===== config.mk =====
export PLATFORM = sky130hd
export DESIGN_NAME = acc_ctrl_fsm
export DESIGN_NICKNAME = d
export VERILOG_FILES = /design/src/rtl/acc_ctrl_fsm.sv
export SDC_FILE = /design/constraint.sdc
export NUM_CORES = 1
export LEC_CHECK = 0
export BUFFER_PORTS_ARGS = -buffer_cell sky130_fd_sc_hd__buf_2
export CAP_MARGIN = 20
export CORE_MARGIN = 4
export CORE_UTILIZATION = 30
export CTS_BUF_LIST = sky130_fd_sc_hd__clkbuf_16
export CTS_CLUSTER_DIAMETER = 30
export DETAILED_ROUTE_END_ITERATION = 6
export SYNTH_ARGS = -nofsm -noshare
export SYNTH_HDL_FRONTEND = slang
export SYNTH_SLANG_ARGS = --single-unit
export TNS_END_PERCENT = 100

===== constraint.sdc =====
create_clock -name clk -period 5.3 [get_ports clk]
set_input_delay 1.06 -clock clk [delete_from_list [all_inputs] [get_ports clk]]
set_output_delay 1.06 -clock clk [all_outputs]
set_load 0.05 [all_outputs]

===== src/rtl/acc_ctrl_fsm.sv =====
// acc_ctrl_fsm: word-by-word read -> datapath -> write transfer controller; ACC_CTRL_TIMEOUT_EN adds a wait timeout.
module acc_ctrl_fsm #(
    parameter int ADDR_W      = 32,
    parameter int DATA_W      = 32,
    parameter int LEN_W       = 16,
    parameter int TIMEOUT_CYC = 1024
) (
    input  logic              clk,
    input  logic              rst,
    input  logic              start_i,
    input  logic              clear_i,
    input  logic [ADDR_W-1:0] cfg_src_i,
    input  logic [ADDR_W-1:0] cfg_dst_i,
    input  logic [LEN_W-1:0]  cfg_len_i,
    output logic              data_req_o,
    output logic              data_we_o,
    input  logic              data_gnt_i,
    input  logic              data_rvalid_i,
    output logic [ADDR_W-1:0] data_addr_o,
    output logic [DATA_W-1:0] data_wdata_o,
    output logic [3:0]        data_be_o,
    input  logic [DATA_W-1:0] data_rdata_i,
    output logic              dp_in_valid_o,
    output logic [DATA_W-1:0] dp_in_data_o,
    input  logic              dp_out_valid_i,
    input  logic [DATA_W-1:0] dp_out_data_i,
    output logic [3:0]        state_o,
    output logic [3:0]        error_o,
    output logic              done_o
);
    typedef enum logic [3:0] {
        IDLE = 4'h0, RUNNING = 4'h1, RD_REQ = 4'h2, WR_REQ = 4'h3, DONE = 4'h4
    } state_t;
    localparam logic [3:0] E_OKAY = 4'h0, E_CFG = 4'h1, E_OTHERS = 4'h2;

    state_t state, state_n;
    logic [ADDR_W-1:0] src, dst, offset;
    logic [LEN_W-1:0]  len, idx;
    logic [DATA_W-1:0] result;
    logic sent;
    logic timeout;
    logic bad_cfg, last;

    assign offset  = ADDR_W'(idx) << 2;
    assign bad_cfg = cfg_len_i == '0 || cfg_src_i[1:0] != 2'b00 || cfg_dst_i[1:0] != 2'b00;
    assign last    = idx == len - LEN_W'(1);

`ifdef ACC_CTRL_TIMEOUT_EN
    localparam int TW = $clog2(TIMEOUT_CYC + 1);
    logic [TW-1:0] tcnt;
    // cycles spent waiting in the current state; restarts whenever the state changes
    always_ff @(posedge clk or posedge rst)
        if (rst) tcnt <= '0;
        else if (state_n != state || !(state inside {RD_REQ, WR_REQ, RUNNING})) tcnt <= '0;
        else tcnt <= tcnt + TW'(1);
    assign timeout = tcnt == TW'(TIMEOUT_CYC);
`else
    assign timeout = 1'b0;
`endif

    // state register
    always_ff @(posedge clk or posedge rst)
        if (rst) state <= IDLE;
        else state <= state_n;

    // next-state logic; a timed-out wait abandons the transfer
    always_comb begin
        state_n = state;
        case (state)
            IDLE:    if (start_i) state_n = bad_cfg ? DONE : RD_REQ;
            RD_REQ:  if (timeout) state_n = DONE; else if (data_gnt_i) state_n = RUNNING;
            RUNNING: if (timeout) state_n = DONE; else if (sent && dp_out_valid_i) state_n = WR_REQ;
            WR_REQ:  if (timeout) state_n = DONE; else if (data_gnt_i) state_n = last ? DONE : RD_REQ;
            DONE:    if (clear_i) state_n = IDLE;
            default: state_n = IDLE;
        endcase
    end

    assign data_req_o   = (state == RD_REQ || state == WR_REQ) && !timeout;
    assign data_we_o    = data_req_o && state == WR_REQ;
    assign data_addr_o  = data_req_o ? (data_we_o ? dst : src) + offset : '0;
    assign data_wdata_o = data_we_o ? result : '0;
    assign data_be_o    = data_req_o ? 4'hF : 4'h0;
    assign state_o      = state;
    assign done_o       = state == DONE;

    // transfer context: latched config, word index, error code, datapath handshake
    always_ff @(posedge clk or posedge rst)
        if (rst) begin
            src           <= '0;
            dst           <= '0;
            len           <= '0;
            idx           <= '0;
            result        <= '0;
            sent          <= 1'b0;
            error_o       <= E_OKAY;
            dp_in_valid_o <= 1'b0;
            dp_in_data_o  <= '0;
        end else begin
            dp_in_valid_o <= 1'b0;
            if (state == IDLE && start_i) begin
                src     <= cfg_src_i;
                dst     <= cfg_dst_i;
                len     <= cfg_len_i;
                idx     <= '0;
                error_o <= bad_cfg ? E_CFG : E_OKAY;
            end
            if (timeout) error_o <= E_OTHERS;
            if (state == RUNNING && !sent && data_rvalid_i && !timeout) begin
                dp_in_data_o  <= data_rdata_i;
                dp_in_valid_o <= 1'b1;
                sent          <= 1'b1;
            end
            if (state_n != RUNNING) sent <= 1'b0;
            if (state == RUNNING && state_n == WR_REQ) result <= dp_out_data_i;
            if (state == WR_REQ && state_n == RD_REQ) idx <= idx + LEN_W'(1);
        end
endmodule


==> impl_metrics.ini <==
[routing]
viasPerCell = 4.785
drtPass1Iterations = 5
dr_total_vias = 8221
wl_um = 28870
drtAntennaViolNets = 0
initialDrtViolationCount = 467
drc_errors = 0
wl_per_cell_um = 16.81

[floorplan]
io_pins = 263
num_rows = 63
dieHeight_um = 181.9
die_w_um = 181.9
dieArea_mm2 = 0.03310
start_util_pct = 30.54
core_mm2 = 0.02972

[yosys]
syn_inst = 1081
ys_warn_count = 0
synthArstFlopShare_pct = 100.0
netlist_area_mm2 = 0.009076
yosysUniqueCellTypes = 55
postSynthAreaPerCell_um2 = 8.396
yosys-top-cells-area = dfrtp_1 46%, nand2_1 18%, mux2_2 4.2%
synth_top_area_share_pct = 46.04
yosysSeqAreaShare_pct = 46.04
yosysTopAreaCell = dfrtp_1
synth-seq-cells = 167
synth_edf_count = 0
synthFlopType = dfrtp_1

[final_layout]
final_core_util_pct = 38.95
drive_gt1_share_pct = 28.92
syn2layout_area_growth_pct = 27.53
layout_commonest_cell = nand2_1
antenna_cells = 0
design_area_mm2 = 0.01157
final_cell_mix = 425 x nand2_1, 255 x buf_2, 164 x dfrtp_1
fin_nets = 1485

[clock_network]
root_buffer = clkbuf_16
hold_buffers = 0
cts_buffers = 17
clock_latency_ps = 430
clock_sinks = 167
clk_pin_slew_ps = 70
cts_tree = done
ctsLongestPathBuffers = 2
h-tree-depth = 4

[worst_setup_path]
crit_chain = nor2_4 > nand3_2 > clkinv_4 > buf_12 > nand2_1 > nand2_1 > ha_1 > a21o_1 > a21o_1 > or3_1 > a311oi_2 > nor3_4 > buf_12 > and3_1 > nor3_4 > buf_2
crit_type = flop to output pin
critPathRequiredTime_ps = 4240
path_max_fanout = 58
cpLargestDelayFamily = simple AND/OR/NAND/NOR gates
slowest_stage = dfrtp_2
critPathCaptureType = output pin
cpPeakStageDelay_ps = 440
cp-start-kind = flop
path_buf_inv = 4
critPathArrivalTime_ps = 3900

[power_and_ir_drop]
power.leakage_nw = 6.223
irDropWorstVdd_mv = 0.1644
powerDensity_mw_per_mm2 = 306.5

[run]
max-cap-violations = 0

[global_route]
grtUsageTotal_pct = 17.27
grt_max_degree = 68
grt_pass1_vias = 8141
grt_pass1_wl_um = 45480
antenna_found_initial = 8
grt_overflow_total = 0

[placement]
globalplace.congestion = 0.9403
placed_area_mm2 = 0.01079
numPortBuffers = 259
place.detailed.hpwl_um = 21700

[sta]
hold_ws_ps = 466.3
setup_viol_count_final = 0
worst_pin_slew_ps = 1059
fmax_mhz = 201.5
hold_viol = 0
min_period_ps = 4964
rsz0062_at_grt = false
relSlewSlack_pct = 29.15
fin_crit_sh_pct = 93.65
setup_tns_ps = 0
drv_slew = 0
finClkSkew_ps = 10.64

[worst_hold_path]
min_path_type = flop to flop

[run_status]
outcome = completed
[synthesized netlist by cell type (all sizes together), types with 5 or more instances]
cell and n:
nand2 426, dfrtp 167, nor2 61, clkbuf 36, and2 34, mux2 34, xnor2 31, nand3 28
buf 24, a21oi 21, mux2i 19, ha 18, nor3 18, o21ai 17, xor2 17, inv 13
a21o 12, nor4 12, and3 11, a221o 10, or3 9, or2 6, nor2b 5, o211ai 5
or4 5
[report_power, final]
part | switching (mW) | internal [mW]
Sequential | 0.122 | 1.41
Combinational | 0.403 | 0.232
Clock | 0.539 | 0.842
Total | 1.06 | 2.48
[final timing paths]
kind / end / slack, ps / startpoint / cells after the start
hold / removal: dp_in_data_o[7] / 470 / dp_in_data_o[7] / 2
max in group asynchronous: len[8] / 3330 / rst / 4
setup / recovery: data_addr_o[24] / 340 / state_o[2] / 16
min in group asynchronous: result[23] / 840 / rst / 3
setup reg to reg: idx[0] / 1710 / len[8] / 9
hold reg to reg: dp_in_data_o[7] / 470 / dp_in_data_o[7] / 2
[per-stage QoR]
| step | power [mW] | instances | worst slack (ps) |
|---|---|---|---|
| 2_1_floorplan | 1.964 | 1084 | 2.345 |
| 3_3_place_gp | 2.169 | 1684 | 294.7 |
| 3_5_place_dp | 2.180 | 1684 | 184.4 |
| 4_1_cts | 3.587 | 1717 | 25.76 |
| 5_1_grt | 3.738 | 1718 | 36.21 |
| 6_report | 3.547 | 1718 | 336.4 |
[area by class of cell]
cell class / count / area, um^2
fillers: 3052 / 18140
multi-input cells: 844 / 4758
flip-flops and latches: 167 / 4183
repair buffers: 272 / 1436
well taps: 390 / 488.0
clock buffers: 17 / 425.4
clock inverters: 15 / 226.5
inverters: 13 / 57.56
[flip-flops by register name, summed over array words and instances (netlist names)]
name	count
dst	32
dp_in_data_o	32
idx	16
error_o	1
sent	1
state_o	4
len	16
result	32
src	32
dp_in_valid_o	1
[worst reg2reg max path: stages (launching register included)]
cell	delay [ps]
dfrtp_1	460
or4_1	590
nor4_4	370
mux2i_1	220
mux2i_1	90
a32oi_1	350
nor4_2	90
buf_4	230
nor2_1	810
mux2_2	310
[routing by layer]
metal / track usage, % / wire length [um] / vias to the layer above
met1: 24.09 / 13260 / 3874
met4: 5.254 / 564 / 16
met2: 25.79 / 12710 / 272
met5: 0 / 79 / -
met3: 5.329 / 2260 / 43
li1: - / - / 4016
[cell families (layout without fill, tap and decap cells)]
kind of cell | count (synthesis) | count (layout) | synth area share (%)
AO/OA/AOI/OAI | 88 | 88 | 6.700
XOR/XNOR | 48 | 48 | 4.632
adder cells (fa/ha/maj) | 19 | 19 | 2.702
buffers and inverters | 73 | 317 | 3.433
flip-flops | 167 | 167 | 46.04
multiplexers | 53 | 53 | 6.314
other | 1 | 4 | 0.04132
AND/OR/NAND/NOR | 632 | 632 | 30.13
[what timing repair did]
action,CTS,global route
pin swaps,1,4
setup endpoints to repair,14,16
cloned,0,0
buffers inserted,1,1
resized for setup,10,15
Note: power is estimated with default switching activity, not from simulation.
